## src/rtl/keypad_pkg.sv

```systemverilog
// keypad_pkg: shared state encoding, key indices and digit type for the keypad path.
// NUMBER_ACCUMULATOR_BACKSPACE_EN adds the backspace key as index 10.
package keypad_pkg;
    typedef enum logic [1:0] {IDLE, DEBOUNCE, COMMIT, RELEASE} acc_state_t;
    typedef logic [3:0] digit_t;
    localparam int KEY_ZERO  = 0;
    localparam int KEY_ONE   = 1;
    localparam int KEY_TWO   = 2;
    localparam int KEY_THREE = 3;
    localparam int KEY_FOUR  = 4;
    localparam int KEY_FIVE  = 5;
    localparam int KEY_SIX   = 6;
    localparam int KEY_SEVEN = 7;
    localparam int KEY_EIGHT = 8;
    localparam int KEY_NINE  = 9;
`ifdef NUMBER_ACCUMULATOR_BACKSPACE_EN
    localparam int KEY_BACKSPACE = 10;
    localparam int KEY_COUNT     = 11;
`else
    localparam int KEY_COUNT     = 10;
`endif
    // True when exactly one key line is set.
    function automatic logic is_one_hot(input logic [KEY_COUNT-1:0] v);
        return (v != '0) && ((v & (v - 1'b1)) == '0);
    endfunction
    // Index of the set key; only meaningful for a one-hot vector.
    function automatic digit_t key_index(input logic [KEY_COUNT-1:0] v);
        digit_t idx;
        idx = '0;
        for (int i = 0; i < KEY_COUNT; i++)
            if (v[i]) idx = digit_t'(i);
        return idx;
    endfunction
endpackage

```

## src/rtl/key_sync.sv

```systemverilog
// key_sync: WIDTH-bit two-flop synchroniser for raw asynchronous key lines.
module key_sync #(
    parameter int WIDTH = 1
) (
    input  logic             clk,
    input  logic             rst_n,
    input  logic [WIDTH-1:0] i_async,
    output logic [WIDTH-1:0] o_sync
);
    logic [WIDTH-1:0] r_meta;
    // Two flops in series give metastability time before the lines are used.
    always_ff @(posedge clk or negedge rst_n) begin
        if (!rst_n) begin
            r_meta <= '0;
            o_sync <= '0;
        end else begin
            r_meta <= i_async;
            o_sync <= r_meta;
        end
    end
endmodule

```

## src/rtl/number_accumulator.sv

```systemverilog
// number_accumulator: debounces keypad presses and latches digit_selector's result once per press.
// Clear key resets the value and sticky overflow; NUMBER_ACCUMULATOR_BACKSPACE_EN adds a backspace key.
module number_accumulator
    import keypad_pkg::*;
#(
    parameter int NUMBER_WIDTH    = 16,
    parameter int DEBOUNCE_CYCLES = 4
) (
    input  logic                    clk,
    input  logic                    rst_n,
    input  logic                    zero,
    input  logic                    one,
    input  logic                    two,
    input  logic                    three,
    input  logic                    four,
    input  logic                    five,
    input  logic                    six,
    input  logic                    seven,
    input  logic                    eight,
    input  logic                    nine,
    input  logic                    clear,
`ifdef NUMBER_ACCUMULATOR_BACKSPACE_EN
    input  logic                    backspace,
`endif
    input  logic [NUMBER_WIDTH-1:0] new_number,
    output logic [NUMBER_WIDTH-1:0] previous_number,
    output logic                    commit,
    output logic                    overflow
);
    localparam int CW = $clog2(DEBOUNCE_CYCLES + 1);
    typedef logic [NUMBER_WIDTH+3:0] cand_t;

    logic [KEY_COUNT:0]   w_raw;
    logic [KEY_COUNT:0]   w_sync;
    logic [KEY_COUNT-1:0] w_key_vec;
    logic                 w_clear;
    logic                 w_one_hot;
    digit_t               w_digit;
    cand_t                w_cand;
    logic                 w_ovf;

    acc_state_t           r_state;
    logic [KEY_COUNT-1:0] r_cap_vec;
    logic [KEY_COUNT-1:0] r_prev_vec;
    logic [CW-1:0]        r_cnt;

`ifdef NUMBER_ACCUMULATOR_BACKSPACE_EN
    assign w_raw = {clear, backspace, nine, eight, seven, six, five, four, three, two, one, zero};
`else
    assign w_raw = {clear, nine, eight, seven, six, five, four, three, two, one, zero};
`endif

    key_sync #(.WIDTH(KEY_COUNT + 1)) u_key_sync (
        .clk     (clk),
        .rst_n   (rst_n),
        .i_async (w_raw),
        .o_sync  (w_sync)
    );

    assign w_key_vec = w_sync[KEY_COUNT-1:0];
    assign w_clear   = w_sync[KEY_COUNT];
    assign w_one_hot = is_one_hot(w_key_vec);
    // The captured vector is stable through COMMIT even if the lines move.
    assign w_digit   = key_index(r_cap_vec);
    assign w_cand    = cand_t'(previous_number) * cand_t'(10) + cand_t'(w_digit);
    assign w_ovf     = w_cand[NUMBER_WIDTH+3:NUMBER_WIDTH] != 4'b0;

    // Press FSM: a press is only new if the previous sample was all-released,
    // so a multi-key chord collapsing to one key never commits.
    always_ff @(posedge clk or negedge rst_n) begin
        if (!rst_n) begin
            r_state         <= IDLE;
            r_cap_vec       <= '0;
            r_prev_vec      <= '0;
            r_cnt           <= '0;
            previous_number <= '0;
            commit          <= 1'b0;
            overflow        <= 1'b0;
        end else begin
            r_prev_vec <= w_key_vec;
            commit     <= 1'b0;
            if (w_clear) begin
                previous_number <= '0;
                overflow        <= 1'b0;
                r_cnt           <= '0;
                r_state         <= RELEASE;
            end else begin
                case (r_state)
                    IDLE: begin
                        if (w_one_hot && r_prev_vec == '0) begin
                            r_cap_vec <= w_key_vec;
                            r_cnt     <= CW'(1);
                            r_state   <= (DEBOUNCE_CYCLES == 1) ? COMMIT : DEBOUNCE;
                        end
                    end
                    DEBOUNCE: begin
                        if (w_key_vec == r_cap_vec) begin
                            r_cnt <= r_cnt + 1'b1;
                            if (r_cnt + 1'b1 == CW'(DEBOUNCE_CYCLES)) r_state <= COMMIT;
                        end else begin
                            r_state <= IDLE;
                        end
                    end
                    COMMIT: begin
                        r_cnt   <= '0;
                        r_state <= RELEASE;
`ifdef NUMBER_ACCUMULATOR_BACKSPACE_EN
                        if (r_cap_vec[KEY_BACKSPACE]) begin
                            previous_number <= previous_number / NUMBER_WIDTH'(10);
                            commit          <= 1'b1;
                        end else
`endif
                        if (w_ovf) begin
                            overflow <= 1'b1;
                        end else begin
                            previous_number <= new_number;
                            commit          <= 1'b1;
                        end
                    end
                    RELEASE: begin
                        if (w_key_vec != '0) begin
                            r_cnt <= '0;
                        end else if (r_cnt + 1'b1 == CW'(DEBOUNCE_CYCLES)) begin
                            r_cnt   <= '0;
                            r_state <= IDLE;
                        end else begin
                            r_cnt <= r_cnt + 1'b1;
                        end
                    end
                    default: r_state <= IDLE;
                endcase
            end
        end
    end
endmodule
```

## config.mk

```make
export PLATFORM = sky130hd
export DESIGN_NAME = number_accumulator
export DESIGN_NICKNAME = d
export VERILOG_FILES = /design/src/rtl/keypad_pkg.sv /design/src/rtl/key_sync.sv /design/src/rtl/number_accumulator.sv
export SDC_FILE = /design/constraint.sdc
export NUM_CORES = 1
export LEC_CHECK = 0
export CAP_MARGIN = 15
export CORE_ASPECT_RATIO = 1.1
export CORE_MARGIN = 2
export CORE_UTILIZATION = 62
export CTS_BUF_LIST = sky130_fd_sc_hd__clkbuf_8
export CTS_CLUSTER_DIAMETER = 200
export DETAILED_ROUTE_END_ITERATION = 8
export MAX_ROUTING_LAYER = met4
export PLACE_DENSITY = 0.95
export SETUP_SLACK_MARGIN = 0.5
export SLEW_MARGIN = 20
export SYNTH_ARGS = -nofsm -noshare
export SYNTH_HDL_FRONTEND = slang
export SYNTH_SLANG_ARGS = --single-unit
```

## constraint.sdc

```tcl
create_clock -name clk -period 4.9 [get_ports clk]
set_input_delay 0.98 -clock clk [delete_from_list [all_inputs] [get_ports clk]]
set_output_delay 0.98 -clock clk [all_outputs]
set_load 0.02 [all_outputs]
```

Word level (Yosys, flattened, before mapping)
Index checks and enable logic that the tools add are counted.
{ "totals": {"ramBits": 0, "mem_count": 0, "wordCells": 71, "input_bits": 29, "latchBits": 0, "rom_bits": 0, "regBits": 65, "out_inout_bits": 18} }
{ "op_classes": {"n_eq_ne": 11, "muxes": 31, "shifts": 0, "div_mod_pow": 0, "bitwise_logic": 2, "magnitude_cmp": 0, "n_addsub": 3, "n_reduce_logical": 14, "multipliers": 1} }
{ "ops": {"columns": ["cell", "count"], "rows": [
  ["two-way mux 16 bit", 3],
  ["two-way mux 4 bit", 8],
  ["adder 20 x 4 -> 20 bit", 1],
  ["logical NOT 10 bit", 2],
  ["multiplier 16 x 3 -> 19 bit, second input constant", 1],
  ["two-way mux 3 bit", 5],
  ["two-way mux 2 bit", 6],
  ["inequality test 3 x 2 -> 1 bit, second input constant", 4],
  ["case mux 3 bit (4 select lines)", 1],
  ["bitwise AND 10 bit", 1],
  ["== test 10 bit", 1],
  ["nonzero test 10 bit", 1],
  ["subtractor 10 x 1 -> 10 bit, second input constant", 1],
  ["case mux 2 bit (4 select lines)", 1],
  ["two-way mux 1 bit", 7],
  ["AND reduction 2 bit", 3],
  ["== test 2 bit, second input constant", 2],
  ["inequality test 4 x 3 -> 1 bit, second input constant", 1],
  ["AND reduction 4 bit", 1],
  ["nonzero test 2 bit", 2],
  ["nonzero test 4 bit", 1],
  ["adder 3 x 1 -> 3 bit, second input constant", 1],
  ["== test 3 bit, second input constant", 1],
  ["AND reduction 3 bit", 1],
  ["other kinds (5)", 6]
]} }

Depth between registers and ports, before layout
{ "depth": {"depth_word": 14, "mapped_depth": 14, "mapped_depth_nobuf": 12} }

By module
From an unflattened synthesis, not the netlist that was laid out.
{ "hier_totals": {"hier_cells": 367, "area_unflattened_um2": 3757.4} }
{ "by_module_without_submodules": {"columns": ["module", "n_inst", "cells_each", "area_per_inst_um2"], "rows": [
  ["number_accumulator", 1, 345, 3206.8],
  ["key_sync", 1, 22, 550.5]
]} }

Worst setup path before layout
Ideal clock, no wire load.
{ "synth_path": {"kind": "reg2reg", "start": "reg previous_number[2]", "end": "reg previous_number[0]", "period_less_slack_ns": 3.235, "setup_slack_ns": 1.665, "stages_incl_launch_ff": 13, "arrival_ns": 3.156, "setup_time_ns": 0.079, "path_buffers": 2, "cell_sequence": "dfrtp_1 -> ha_1 -> ha_1 -> a211oi_2 -> o21bai_1 -> mux2_2 -> a311oi_1 -> nor4b_2 -> a211oi_1 -> and3b_1 -> buf_6 -> buf_12 -> mux2i_1"} }
{ "synth_between": {"elab_chain_cells": 5} }
{ "synth_rtl": {"columns": ["element", "line_no", "source"], "rows": [
  ["start: declaration", "number_accumulator.sv:26", "output logic [NUMBER_WIDTH-1:0] previous_number,"],
  ["start signal: assignment", "number_accumulator.sv:116", "previous_number <= new_number;"],
  ["multiplier 16 x 3 -> 19 bit", "number_accumulator.sv:65", "assign w_cand = cand_t'(previous_number) * cand_t'(10) + cand_t'(w_digit);"],
  ["adder 20 x 4 -> 20 bit", "number_accumulator.sv:65", null],
  ["nonzero test 4 bit", "number_accumulator.sv:66", "assign w_ovf = w_cand[NUMBER_WIDTH+3:NUMBER_WIDTH] != 4'b0;"],
  ["inequality test 2 x 1 -> 1 bit (no line)", null, null],
  ["AND reduction 2 bit (no line)", null, null]
]} }
Every way passes these cells.
A chain may end at the register's enable or synchronous reset.

Worst setup path after layout
{ "layout_path": {"start": "reg previous_number[3]", "end": "reg previous_number[2]"} }
Same word-level chain as after synthesis.

==> results.toml <==
[status]
status = "finished clean"

[drt]
antenna_left = 0
drtIter0Drc = 177
routed_via_density = 6.09
drc = 0
vias = 2824
wl_um = 8300
post_drt_wl_per_cell_um = 17.9
first_pass_iters = 4

[global_routing]
grt.met1_usage = 0.306
grt_pass1_wl_um = 13900
track_usage = 0.282
use_met2 = 0.499
top_usage_layer = "met2"
grt_max_degree = 66
grt_pass1_vias = 2973
antenna_found_initial = 0
use_met3 = 0.0355
grt_overflow_total = 0

[min_path]
hold_start = "u_key_sync.r_meta[3]$_DFF_PN0_"
hold_end = "u_key_sync.o_sync[3]$_DFF_PN0_"
hold_depth = 0
hold_path.class = "reg -> reg"

[power]
peakVddDrop_uv = 316
power.leakage_uw = 0.00202
power_density_nw_per_um2 = 242

[clocking]
post_cts_resized = 0
cts_root_buffer = "clkbuf_8"
clk_pin_slew_worst_paths_ps = 60
cts_buffers = 9
post-cts-setup-buffer-count = 0
cts_buffer_depth = 2
hold_buffers = 0
cts_tree = "built"
cts_sinks = 65
h-tree-depth = 3
clk_latency_ps = 330

[die]
core_um2 = 5700
io_pins = 47
die_area_um2 = 6490
floorplan.rows = 29
die_h_um = 84.3
die_w_um = 77.0
start_util = 0.637

[synth]
synthTopCellsByCount = "dfrtp_1, nand2_1, ha_1, nor2_1, mux2i_1"
yosysMostFrequentCell = "dfrtp_1"
synth-seq-cells = 65
synthCells = 337
synth_top_cell_by_area = "dfrtp_1"
yosysSeqAreaShare = 0.448
ys.flop_type = "dfrtp_1"
syn-cell-area_um2 = 3630
async_flop_share = 1.00
ys_types = 54
synth_area_leaders = "dfrtp_1, ha_1, mux2i_1, mux2_4, nand2_1"
synth_edf_count = 0
avgSynthCellArea_um2 = 10.8
synth.top_cell.area_share = 0.448
syn_nets = 399
yosysWarningCount = 0

[timing]
relSlewSlack = 0.318
fin_crit_ps = 3930
max_freq_mhz = 254
slew_viol_final = 0
timing.hold.ws_ps = 348
setup_viol = 0
totalNegativeSetupSlack_ps = 0
setup_ws_ps = 968
finalHoldViolations = 0
rsz0062_at_grt = "no"
tightest_slew_ps = 1020
fin_skew_ps = 10.4
fin_crit_sh = 0.802

[setup_path]
worstPathCellList = "ha_1 -> ha_1 -> a211oi_2 -> o21bai_1 -> mux2_2 -> a311oi_1 -> nor4b_2 -> a211oi_1 -> and3b_1 -> mux2i_1"
crit_path_frequent_cell = "ha_1"
endpoint_kind = "flip-flop"
cp.arrival_ps = 4160
critPathKind = "reg -> reg"
cp_slowest_stage_delay_ps = 820
worst-r2r-cell-count = 10
regToRegSetupSlack_ps = 970
crit_slowest_cell = "and3b_1"
start_kind = "flip-flop"
r2r_start = "previous_number[3]$_DFFE_PN0P_"
crit_required_ps = 5130
r2r-end = "previous_number[2]$_DFFE_PN0P_"
critPathMaxFanout = 17
crit_path_start = "previous_number[3]$_DFFE_PN0P_"

[placement]
port_buffers = 46
placed_cells = 448
dpl.hpwl_um = 6130
gp_congestion = 0.879
pre_cts_ws_ps = 1020

[layout]
final_core_util = 0.755
nets = 444
diodes = 0
layout.cells.non_filler = 464
nFillCells = 384
drive_above_1_share = 0.0879
area_growth_pct = 18.4

[run]
maxCapViolations = 0
placed cells by master, fill, tap and decap left out, types with 3 or more instances in the layout:
master,instances
dfrtp_1,65
clkdlybuf4s50_1,45
nand2_1,38
ha_1,32
nor2_1,18
mux2i_1,17
inv_1,15
a21oi_1,10
nor3_1,10
mux2_4,10
clkbuf_8,10
xor2_1,9
o21ai_0,9
nand3_1,8
nor2b_1,7
xnor2_1,5
a21o_1,4
and3_1,4
a31oi_1,4
o211ai_1,4
nor3b_1,4
or4_1,4
o2111ai_1,3
nand4_1,3
nor4_1,3
o22ai_1,3
worst max-delay path, delay by kind of cell (launching register included):
kind | cells | cell delay [ps]
compound gates | 4 | 1200
simple gates | 2 | 900
mux | 2 | 680
fa+ha+maj | 2 | 630
flops | 1 | 420
metal layers:
| metal | routed length, um | part of all wire |
|---|---|---|
| met1 | 3170 | 0.38 |
| met5 | 0 | 0 |
| met3 | 373 | 0.045 |
| met4 | 292 | 0.035 |
| met2 | 4470 | 0.54 |
per-stage QoR:
step                area, um^2  total power (uW)
global route              4300              1080
detailed placement        4110               623
CTS                       4300              1050
finish                    4300              1040
floorplan                 3630               583
global placement          4110               619
power breakdown:
part           switching [uW]  leakage (uW)  total [uW]  internal (uW)
registers                12.0      0.000824         562            550
logic                    23.6       0.00108        50.5           26.9
clock network             186      0.000110         428            242
worst max path at each step:
stage / to / slack, ps
finish: previous_number[2]$_DFFE_PN0P_ / 970
global route: previous_number[1]$_DFFE_PN0P_ / 750
CTS: previous_number[2]$_DFFE_PN0P_ / 1000
detailed placement: previous_number[1]$_DFFE_PN0P_ / 1020
global placement: previous_number[4]$_DFFE_PN0P_ / 1210
floorplan: previous_number[0]$_DFFE_PN0P_ / 1670
registers in the layout (all words and copies together), names as in the netlist:
signal	cells
r_prev_vec	10
overflow	1
previous_number	16
commit	1
r_state	2
u_key_sync.r_meta	11
r_cnt	3
u_key_sync.o_sync	11
r_cap_vec	10
area by class of cell:
| type | instances | area, um^2 | area share |
|---|---|---|---|
| Multi-Input combinational cell | 247 | 1880 | 0.437 |
| Sequential cell | 65 | 1630 | 0.378 |
| Timing Repair Buffer | 47 | 463 | 0.108 |
| Clock buffer | 10 | 138 | 0.0320 |
| Tap cell | 77 | 96.3 | 0.0224 |
| Clock inverter | 6 | 51.3 | 0.0119 |
| Inverter | 12 | 45.0 | 0.0105 |
logic make-up (layout without fill, tap and decap cells):
family	Yosys count	after routing	share of synthesized area
AO/OA/AOI/OAI	60	60	0.116
XOR/XNOR	14	14	0.0338
adder cells (fa/ha/maj)	35	35	0.121
buffers and inverters	25	75	0.0345
flip-flops	65	65	0.448
multiplexers	29	29	0.0944
AND/OR/NAND/NOR	109	109	0.152
(Power assumes the default switching activity.)
